$ cat config.mk
export PLATFORM = sky130hd
export DESIGN_NAME = pixel_readout_capture
export DESIGN_NICKNAME = d
export VERILOG_FILES = /design/src/rtl/pixel_readout_capture.sv
export SDC_FILE = /design/constraint.sdc
export NUM_CORES = 1
export LEC_CHECK = 0
export ABC_AREA = 1
export BUFFER_PORTS_ARGS = -buffer_cell sky130_fd_sc_hd__buf_4
export CELL_PAD_IN_SITES_DETAIL_PLACEMENT = 1
export CELL_PAD_IN_SITES_GLOBAL_PLACEMENT = 2
export CORE_MARGIN = 1
export CORE_UTILIZATION = 36
export CTS_CLUSTER_SIZE = 30
export DETAILED_ROUTE_END_ITERATION = 16
export PLACE_DENSITY = 0.91
export SYNTH_ARGS = -nofsm -noshare
export SYNTH_HDL_FRONTEND = slang
export SYNTH_SLANG_ARGS = --single-unit
$ cat constraint.sdc
create_clock -name clk -period 5.9 [get_ports clk]
set_input_delay 1.475 -clock clk [delete_from_list [all_inputs] [get_ports clk]]
set_output_delay 1.475 -clock clk [all_outputs]
set_load 0.01 [all_outputs]
$ cat src/rtl/pixel_readout_capture.sv
// Sensor readout endpoint: follows the erase/expose/convert/read control sequence,
// captures a 2x2 pixel frame and streams it out as valid/ready bytes.
// Optional: define PIXEL_CHECKSUM_EN to append a modulo-2^DATA_W checksum byte per frame.
module pixel_readout_capture #(
  parameter int unsigned DATA_W = 8,
  parameter int unsigned CNT_W  = 16
) (
  input  logic              clk,
  input  logic              reset,
  input  logic              erase,
  input  logic              expose,
  input  logic              convert,
  input  logic              read12,
  input  logic              read34,
  input  logic [DATA_W-1:0] pixData1,
  input  logic [DATA_W-1:0] pixData2,
  input  logic [DATA_W-1:0] pixData3,
  input  logic [DATA_W-1:0] pixData4,
  output logic [DATA_W-1:0] out_data,
  output logic              out_valid,
  input  logic              out_ready,
  output logic              out_last,
  output logic [CNT_W-1:0]  frame_cnt,
  output logic              err_overflow,
  output logic              err_protocol
);

`ifdef PIXEL_CHECKSUM_EN
  localparam int unsigned NB = 5;
`else
  localparam int unsigned NB = 4;
`endif
  localparam int unsigned IDX_W = $clog2(NB);
  localparam logic [IDX_W-1:0] LAST_IDX = IDX_W'(NB - 1);

  typedef enum logic [1:0] {S_IDLE, S_EXPOSE, S_CONVERT, S_READ} state_t;

  state_t            state;
  logic [DATA_W-1:0] cap [4];
  logic              h12;
  logic              h34;
  logic              r12_q;
  logic              r34_q;
  logic [DATA_W-1:0] fb [NB];
  logic [IDX_W-1:0]  idx;

  logic [DATA_W-1:0] cap_n [4];
  logic              h12_n;
  logic              h34_n;
  logic              capturing;
  logic              done;
  logic              complete;
  logic              buf_free;

  // Capture view including this cycle's strobes, so a completing edge sees the latest bytes
  always_comb begin
    cap_n     = cap;
    h12_n     = h12;
    h34_n     = h34;
    capturing = (state == S_CONVERT) || (state == S_READ);
    if (capturing && read12) begin
      cap_n[0] = pixData1;
      cap_n[1] = pixData2;
      h12_n    = 1'b1;
    end
    if (capturing && read34) begin
      cap_n[2] = pixData3;
      cap_n[3] = pixData4;
      h34_n    = 1'b1;
    end
    done     = (state == S_READ) && r34_q && !read34;
    complete = done && h12_n && h34_n;
    // Buffer counts as free when its final byte is being accepted this cycle
    buf_free = !out_valid || (out_ready && out_last);
  end

  always_ff @(posedge clk) begin
    if (reset) begin
      state        <= S_IDLE;
      h12          <= 1'b0;
      h34          <= 1'b0;
      r12_q        <= 1'b0;
      r34_q        <= 1'b0;
      idx          <= '0;
      out_data     <= '0;
      out_valid    <= 1'b0;
      out_last     <= 1'b0;
      frame_cnt    <= '0;
      err_overflow <= 1'b0;
      err_protocol <= 1'b0;
      for (int i = 0; i < 4; i++) cap[i] <= '0;
      for (int i = 0; i < int'(NB); i++) fb[i] <= '0;
    end else begin
      err_overflow <= 1'b0;
      err_protocol <= 1'b0;
      r12_q        <= read12;
      r34_q        <= read34;
      cap          <= cap_n;
      h12          <= h12_n;
      h34          <= h34_n;

      case (state)
        S_IDLE: begin
          if (erase) begin
            h12 <= 1'b0;
            h34 <= 1'b0;
          end
          if (expose) state <= S_EXPOSE;
        end
        S_EXPOSE: begin
          if (!expose && convert) state <= S_CONVERT;
        end
        S_CONVERT: begin
          if (read12 || read34) state <= S_READ;
        end
        S_READ: begin
          if (done) begin
            state <= S_IDLE;
            h12   <= 1'b0;
            h34   <= 1'b0;
            if (!(h12_n && h34_n)) err_protocol <= 1'b1;
          end
        end
        default: state <= S_IDLE;
      endcase

      // Strobes outside the conversion window are flagged once per rising edge
      if (!capturing && ((read12 && !r12_q) || (read34 && !r34_q))) err_protocol <= 1'b1;

      if (out_valid && out_ready) begin
        if (out_last) begin
          out_valid <= 1'b0;
          out_last  <= 1'b0;
        end else begin
          idx      <= idx + IDX_W'(1);
          out_data <= fb[idx + IDX_W'(1)];
          out_last <= ((idx + IDX_W'(1)) == LAST_IDX);
        end
      end

      if (complete) begin
        if (buf_free) begin
          for (int i = 0; i < 4; i++) fb[i] <= cap_n[i];
`ifdef PIXEL_CHECKSUM_EN
          fb[NB-1] <= cap_n[0] + cap_n[1] + cap_n[2] + cap_n[3];
`endif
          idx       <= '0;
          out_data  <= cap_n[0];
          out_valid <= 1'b1;
          out_last  <= 1'b0;
          frame_cnt <= frame_cnt + CNT_W'(1);
        end else begin
          err_overflow <= 1'b1;
        end
      end
    end
  end

endmodule

After elaboration in Yosys (flattened, before gate mapping)

Memories as Yosys holds them, arrays and structs flattened.
Index checks and enable logic that the tools add are counted.

Equality and inequality tests: 8
Bitwise operators: 5
Reduce and logical (&&, ||, !) cells: 27
$add $sub $neg: 2
Multiplexer cells: 46

Operators by type and width:

| operator                | number |
|---|---|
| $mux W8                 | 8 |
| $mux W16                | 2 |
| $mux W1                 | 25 |
| $add A16 B1 Y16 const B | 1 |
| $mux W2                 | 8 |
| $logic_and A1 B1 Y1     | 13 |
| $pmux W2 S4             | 1 |
| $eq A2 B2 Y1 const B    | 3 |
| $logic_not A1 Y1        | 6 |
| $ne A2 B2 Y1 const B    | 3 |
| $logic_or A1 B1 Y1      | 4 |
| $or A1 B1 Y1            | 4 |
| $pmux W1 S2             | 2 |
| $reduce_and A4 Y1       | 1 |
| $add A2 B1 Y2 const B   | 1 |
| $eq A2 B1 Y1 const B    | 1 |
| $logic_not A2 Y1        | 1 |
| $ne A2 B1 Y1 const B    | 1 |
| $reduce_and A2 Y1       | 1 |
| $reduce_or A2 Y1        | 1 |
| $not A1 Y1              | 1 |

RAM bits: 32
Flip-flop bits (word level): 68
Output and inout port bits: 28
Memories: 1
Bits of input ports: 40
Word-level logic and storage cells: 105

Memory list:

| name | words | bits a word | read ports | clocked after memory_dff | write ports | line | text |
|---|---|---|---|---|---|---|---|
| fb   | 4     | 8           | 1          | 0                        | 4           | 44   | `logic [DATA_W-1:0] fb [NB];` |

Logic depth before layout (Yosys ltp)

Gate-level depths: netlist of run 1.

Depth after elaboration: 10
Depth in mapped cells: 12
Gate-level depth less buffers: 12

Worst setup path after synthesis of run 1

No wires, ideal clock.

Path type: input to register
Start point: input port read34
End point: memory fb[0][0] (enable)
Arrival time: 2443 ps
Path buffers: 1
Data required time: 5554 ps
Stages on the path: 4
Setup slack: 3111 ps
Library setup time: 346 ps
Cells stage by stage: nor2_1 nand4_2 nand2_1 buf_4

RTL lines:

| item               | line | text |
|---|---|---|
| start: declaration | 14   | `input logic read34,` |
| end: declaration   | 44   |  |

==> results.json, run 1 <==
{
  "arrival_ns": 3.17,
  "synth_area_per_cell_sq_um": 8.225,
  "ys_dominant_reg_cell": "dfxtp_1",
  "grt_use_total": 0.1894,
  "ir_worst_vdd_uv": 123.9,
  "cp_slowest_cell": "buf_4",
  "setup_tns_ns": 0,
  "synth_top_cell_by_area": "dfxtp_1",
  "rows": 39,
  "synth_edf_count": 32,
  "placed_cells": 722,
  "seq_area_sq_um": 2322,
  "fp.dieH_um": 112.0,
  "antenna_found_initial": 0,
  "final.min_clock_period_ns": 3.184,
  "syn_nets": 577,
  "critPathMaxStageDelay_ns": 0.45,
  "ys_top_cells_by_count": "154 x nand2_1, 96 x nor2_1, 68 x dfxtp_1, 40 x inv_1, 32 x edfxtp_1",
  "p_leak_nw": 2.274,
  "syn_area_sq_um": 4359,
  "ys_async_sr_fraction": 0,
  "worst_pin_slew_ns": 0.7762,
  "cp_max_fo": 43,
  "drc_errors": 2,
  "cts_tree": "done",
  "synth_seq_cells": 100,
  "crit_start": "read12",
  "setup_violations": 0,
  "grt_first_pass_wirelength_mm": 18.59,
  "rr_endpoint": "out_data[2]$_SDFF_PP0_",
  "cts_root_buffer": "clkbuf_16",
  "routedWlPerCell_um": 14.94,
  "drt-total-wl_mm": 11.02,
  "fin_crit_sh": 0.5397,
  "grt_max_degree": 48,
  "crit_end": "fb[2][3]$_SDFFCE_PN0P_",
  "violations": "design-rule violations",
  "post_cts_buffers": 0,
  "clock_latency_ns": 0.34,
  "synthToLayoutAreaGrowth_pct": 20.09,
  "postRouteAntennaNets": 0,
  "clk_path_buf_depth": 2,
  "slew_headroom": 0.4819,
  "r2r-start": "idx[0]$_SDFF_PP0_",
  "cts_made_buffers": 9,
  "gr-total-overflow": 0,
  "critPathBufInv": 2,
  "yosysMostFrequentCell": "nand2_1",
  "status": "finished, violations left",
  "slew_violations": 0,
  "setup.worst_path.class": "in2reg",
  "rsz0062_at_grt": "false",
  "num_vias": 3576,
  "p_per_area_nw_per_um2": 309.3,
  "syn_inst": 530,
  "start_util": 0.3754,
  "fillers": 1416,
  "final_nets": 637,
  "crit_cells": 6,
  "path_clk_slew_ns": 0.07,
  "yosysWarnings": 0,
  "worstPathCellList": "buf_4, nand2_2, nand2_2, nand4_2, nand2_1, buf_4",
  "ctsHoldBuffers": 0,
  "crit_family": "simple AND/OR/NAND/NOR gates",
  "n_antenna_cell": 0,
  "drtIter0Drc": 121,
  "ioPinCount": 68,
  "dp_hpwl_mm": 7.829,
  "synth_cell_type_count": 31,
  "dieArea_sq_um": 12550,
  "layout-drive-gt1-share": 0.1546,
  "yosys.area.top_type_share": 0.3123,
  "maxCapViolations": 0,
  "cts_resized": 0,
  "die_x_um": 112.0,
  "synth.area.top_cells": "dfxtp_1 31%, edfxtp_1 22%, nand2_1 13%",
  "htreeDepth": 3,
  "portBuffers": 67,
  "routabilityCongestion": 0.7946,
  "hold_class": "reg2reg",
  "final.setup_skew_ns": 0.006857,
  "r2r_setup_slack_ns": 2.85,
  "hold_viol_final": 0,
  "fmax_mhz": 314.0,
  "critPathLaunchType": "input pin",
  "coreArea_sq_um": 11610,
  "dr.pass1.iters": 10,
  "viasPerCell": 4.846,
  "finalNonFillerCells": 738,
  "grt_pass1_vias": 3761,
  "crit_required_ns": 5.88,
  "reg2reg_depth": 8,
  "cts.sinks": 100,
  "multi_input_area_sq_um": 1770,
  "ys_seq_area_frac": 0.5327,
  "endpoint_kind": "flop"
}
-- cell usage in the layout (no fill, tap or decap), types with 18 or more instances in the layout --
cell type | synthesis | layout
buf_4 | 3 | 68
inv_1 | 40 | 40
a21oi_1 | 18 | 18
nand2_1 | 154 | 154
nand3_1 | 18 | 18
nor2_1 | 96 | 96
o21ai_0 | 24 | 24
mux2i_1 | 18 | 18
dfxtp_1 | 68 | 68
edfxtp_1 | 32 | 32
-- cells by family (layout without fill, tap and decap cells) --
logic type,Yosys count,count (layout),share of synthesized area
AO/OA/AOI/OAI,48,48,0.05942
XOR/XNOR,6,6,0.01206
adder cells (fa/ha/maj),7,7,0.02009
buffers and inverters,62,127,0.06114
flip-flops,100,100,0.5327
multiplexers,18,18,0.04133
AND/OR/NAND/NOR,289,289,0.2733
-- metal layers --
metal  track usage  wire length [um]  up-vias
met3       0.02160               280       14
met4       0.06933               167        0
met5             0                 0        -
met1        0.2459              5156     1698
li1              -                 -     1816
met2        0.3263              5420       48
-- through the flow --
stage	worst slack, ns	util	power (mW)	area (sq um)	hold WS (ns)
after floorplan	3.111	-	0.9742	4359	0.4578
after global placement	2.387	0.4257	1.040	4943	0.4709
after detailed placement	2.320	0.4257	1.055	4943	0.4844
after CTS	2.668	0.4508	1.638	5235	0.5012
after global routing	2.479	0.4508	1.700	5235	0.5288
final	2.716	0.4508	1.619	5235	0.4954
-- worst register-to-register path: stages (launching register included) --
cell and delay [ns]:
dfxtp_1 0.75, clkinv_1 0.69, ha_1 0.76, inv_1 0.19, nand3_1 0.15, nand2_1 0.09
nand2_1 0.06, o21ai_0 0.08, o21ai_0 0.19
-- worst min path at each step --
stage,startpoint,end,depth (start not counted)
3_3_place_gp,idx[1]$_SDFF_PP0_,idx[1]$_SDFF_PP0_,2
6_report,cap[21]$_SDFF_PP0_,cap[21]$_SDFF_PP0_,2
5_1_grt,cap[18]$_SDFF_PP0_,cap[18]$_SDFF_PP0_,2
4_1_cts,cap[29]$_SDFF_PP0_,cap[29]$_SDFF_PP0_,2
3_5_place_dp,cap[21]$_SDFF_PP0_,cap[21]$_SDFF_PP0_,2
2_1_floorplan,idx[1]$_SDFF_PP0_,idx[1]$_SDFF_PP0_,2
-- power breakdown --
group	total (mW)	switching (mW)	internal [mW]
Clock	0.584	0.255	0.329
Combinational	0.253	0.161	0.0913
Sequential	0.782	0.0194	0.763
-- final cells by class --
type / count / share of cell area
clock inverter: 6 / 0.01195
clock buffer: 10 / 0.04374
timing repair buffer: 68 / 0.09751
tap: 143 / 0.03418
inverter: 43 / 0.03083
multi-input combinational: 368 / 0.3382
sequential: 100 / 0.4436
-- sequential cells by signal, indices dropped and copies added (netlist names) --
signal,cells
fb,32
r12_q,1
cap,32
r34_q,1
out_valid,1
out_data,8
idx,2
err_overflow,1
frame_cnt,16
h12,1
out_last,1
err_protocol,1
state,2
h34,1
(Power assumes the default switching activity.)
==> run 2: changes to the inputs <==
- CORE_UTILIZATION: 36 -> 33
- PLACE_DENSITY: 0.91 -> 0.84
- clock period: 5.9 -> 3.15 ns (I/O delays scaled with it)
==> results.json, run 2 (same netlist as run 1, synthesis figures left out) <==
{
  "ir_worst_vdd_uv": 265.1,
  "coreArea_sq_um": 12770,
  "final.min_clock_period_ns": 2.330,
  "post_cts_buffers": 0,
  "p_leak_nw": 2.298,
  "crit_family": "simple AND/OR/NAND/NOR gates",
  "rsz0062_at_grt": "false",
  "endpoint_kind": "flop",
  "cts_made_buffers": 9,
  "arrival_ns": 2.32,
  "most-common-layout-cells": "154 x nand2_1, 96 x nor2_1, 75 x buf_4, 68 x dfxtp_1, 40 x inv_1",
  "final.setup_skew_ns": 0.008783,
  "cts_resized": 0,
  "critPathLaunchType": "flop",
  "clock_latency_ns": 0.35,
  "p_per_area_nw_per_um2": 564.7,
  "setup_violations": 0,
  "utilization": 0.4158,
  "ctsHoldBuffers": 0,
  "dp_hpwl_mm": 8.085,
  "ioPinCount": 68,
  "fp.dieH_um": 116.9,
  "fin_ws_ns": 0.8198,
  "grt_use_total": 0.1797,
  "place_ws_ns": 0.7416,
  "path_common_cell": "nand2_2",
  "cts.sinks": 100,
  "final_common_cell": "nand2_1",
  "num_vias": 3649,
  "drt-total-wl_mm": 11.26,
  "fin_crit_sh": 0.7397,
  "top_regs": "cap: 32 flops, fb: 32 flops, frame_cnt: 16 flops",
  "p_total_mw": 2.999,
  "drtIter0Drc": 185,
  "die_x_um": 116.9,
  "worst_pin_slew_ns": 0.5382,
  "routabilityCongestion": 0.8326,
  "critPathMaxStageDelay_ns": 0.47,
  "r2r-start": "state[0]$_SDFFE_PP0P_",
  "critPathBufInv": 3,
  "worstPathCellList": "inv_1, ha_1, inv_2, nand2_2, nand2_2, nand2_2, nand4_2, nand2_1, buf_4",
  "cp_slowest_cell": "buf_4",
  "crit_start": "state[0]$_SDFFE_PP0P_",
  "final_cell_area_sq_um": 5311,
  "gr-total-overflow": 0,
  "maxCapViolations": 0,
  "clk_path_buf_depth": 2,
  "fmax_mhz": 429.2,
  "dpl_cell_area_sq_um": 5032,
  "synthToLayoutAreaGrowth_pct": 21.84,
  "htreeDepth": 3,
  "layout-drive-gt1-share": 0.1661,
  "start_util": 0.3413,
  "antenna_found_initial": 0,
  "rows": 41,
  "setup_tns_ns": 0,
  "min_from": "idx[1]$_SDFF_PP0_",
  "hold_viol_final": 0,
  "grt_pass1_vias": 3777,
  "cp_max_fo": 43,
  "setup.worst_path.class": "reg2reg",
  "portBuffers": 67,
  "dr.pass1.iters": 4,
  "final_nets": 644,
  "postRouteAntennaNets": 0,
  "viasPerCell": 4.714,
  "slew_headroom": 0.6412,
  "crit_required_ns": 3.14,
  "routedWlPerCell_um": 14.55,
  "status": "complete, no violations",
  "grt_max_degree": 47,
  "grt_first_pass_wirelength_mm": 18.47,
  "dieArea_sq_um": 13670,
  "slew_violations": 0,
  "hold_class": "reg2reg",
  "cts_root_buffer": "clkbuf_16",
  "n_antenna_cell": 0,
  "drc_errors": 0,
  "cts_tree": "done",
  "path_clk_slew_ns": 0.07
}
run 2: cell type report:
cell class	count	area (sq um)
clock inverter	4	32.53
multi-input combinational	368	1770
fill	1522	7462
inverter	43	161.4
timing repair buffer	75	563.0
sequential	100	2322
clock buffer	12	246.5
tap	172	215.2
run 2: worst paths after layout:
kind / end / slack, ns / cells after the start
max: fb[1][6]$_SDFFCE_PN0P_ / 0.82 / 9
min: idx[1]$_SDFF_PP0_ / 0.50 / 2
max reg2reg: fb[1][6]$_SDFFCE_PN0P_ / 0.82 / 9
min reg2reg: idx[1]$_SDFF_PP0_ / 0.50 / 2
run 2: worst register-to-register path, stage by stage, from the launching register on:
cell and delay [ns]:
dfxtp_1 0.35, inv_1 0.12, ha_1 0.22, inv_2 0.06
nand2_2 0.09, nand2_2 0.22, nand2_2 0.20, nand4_2 0.13
nand2_1 0.10, buf_4 0.47
run 2: power by group:
part           switching [mW]  internal, mW  total, mW  leakage [nW]
registers              0.0367          1.43       1.47         0.881
logic                   0.301         0.176      0.477          1.29
clock network           0.494         0.563       1.06         0.129
run 2: stage by stage:
step / cells / hold WS [ns]
after floorplan: 530 / 0.4578
after detailed placement: 758 / 0.4852
after global routing: 774 / 0.5211
final: 774 / 0.4986
after global placement: 758 / 0.4727
after CTS: 774 / 0.4981
run 2: routing by layer:
metal | track usage | vias up | share of wire
met1 | 0.2317 | 1760 | 0.48
met5 | 0 | - | 0
met4 | 0.07089 | 0 | 0.017
met3 | 0.03038 | 12 | 0.031
li1 | - | 1831 | -
met2 | 0.3010 | 46 | 0.47
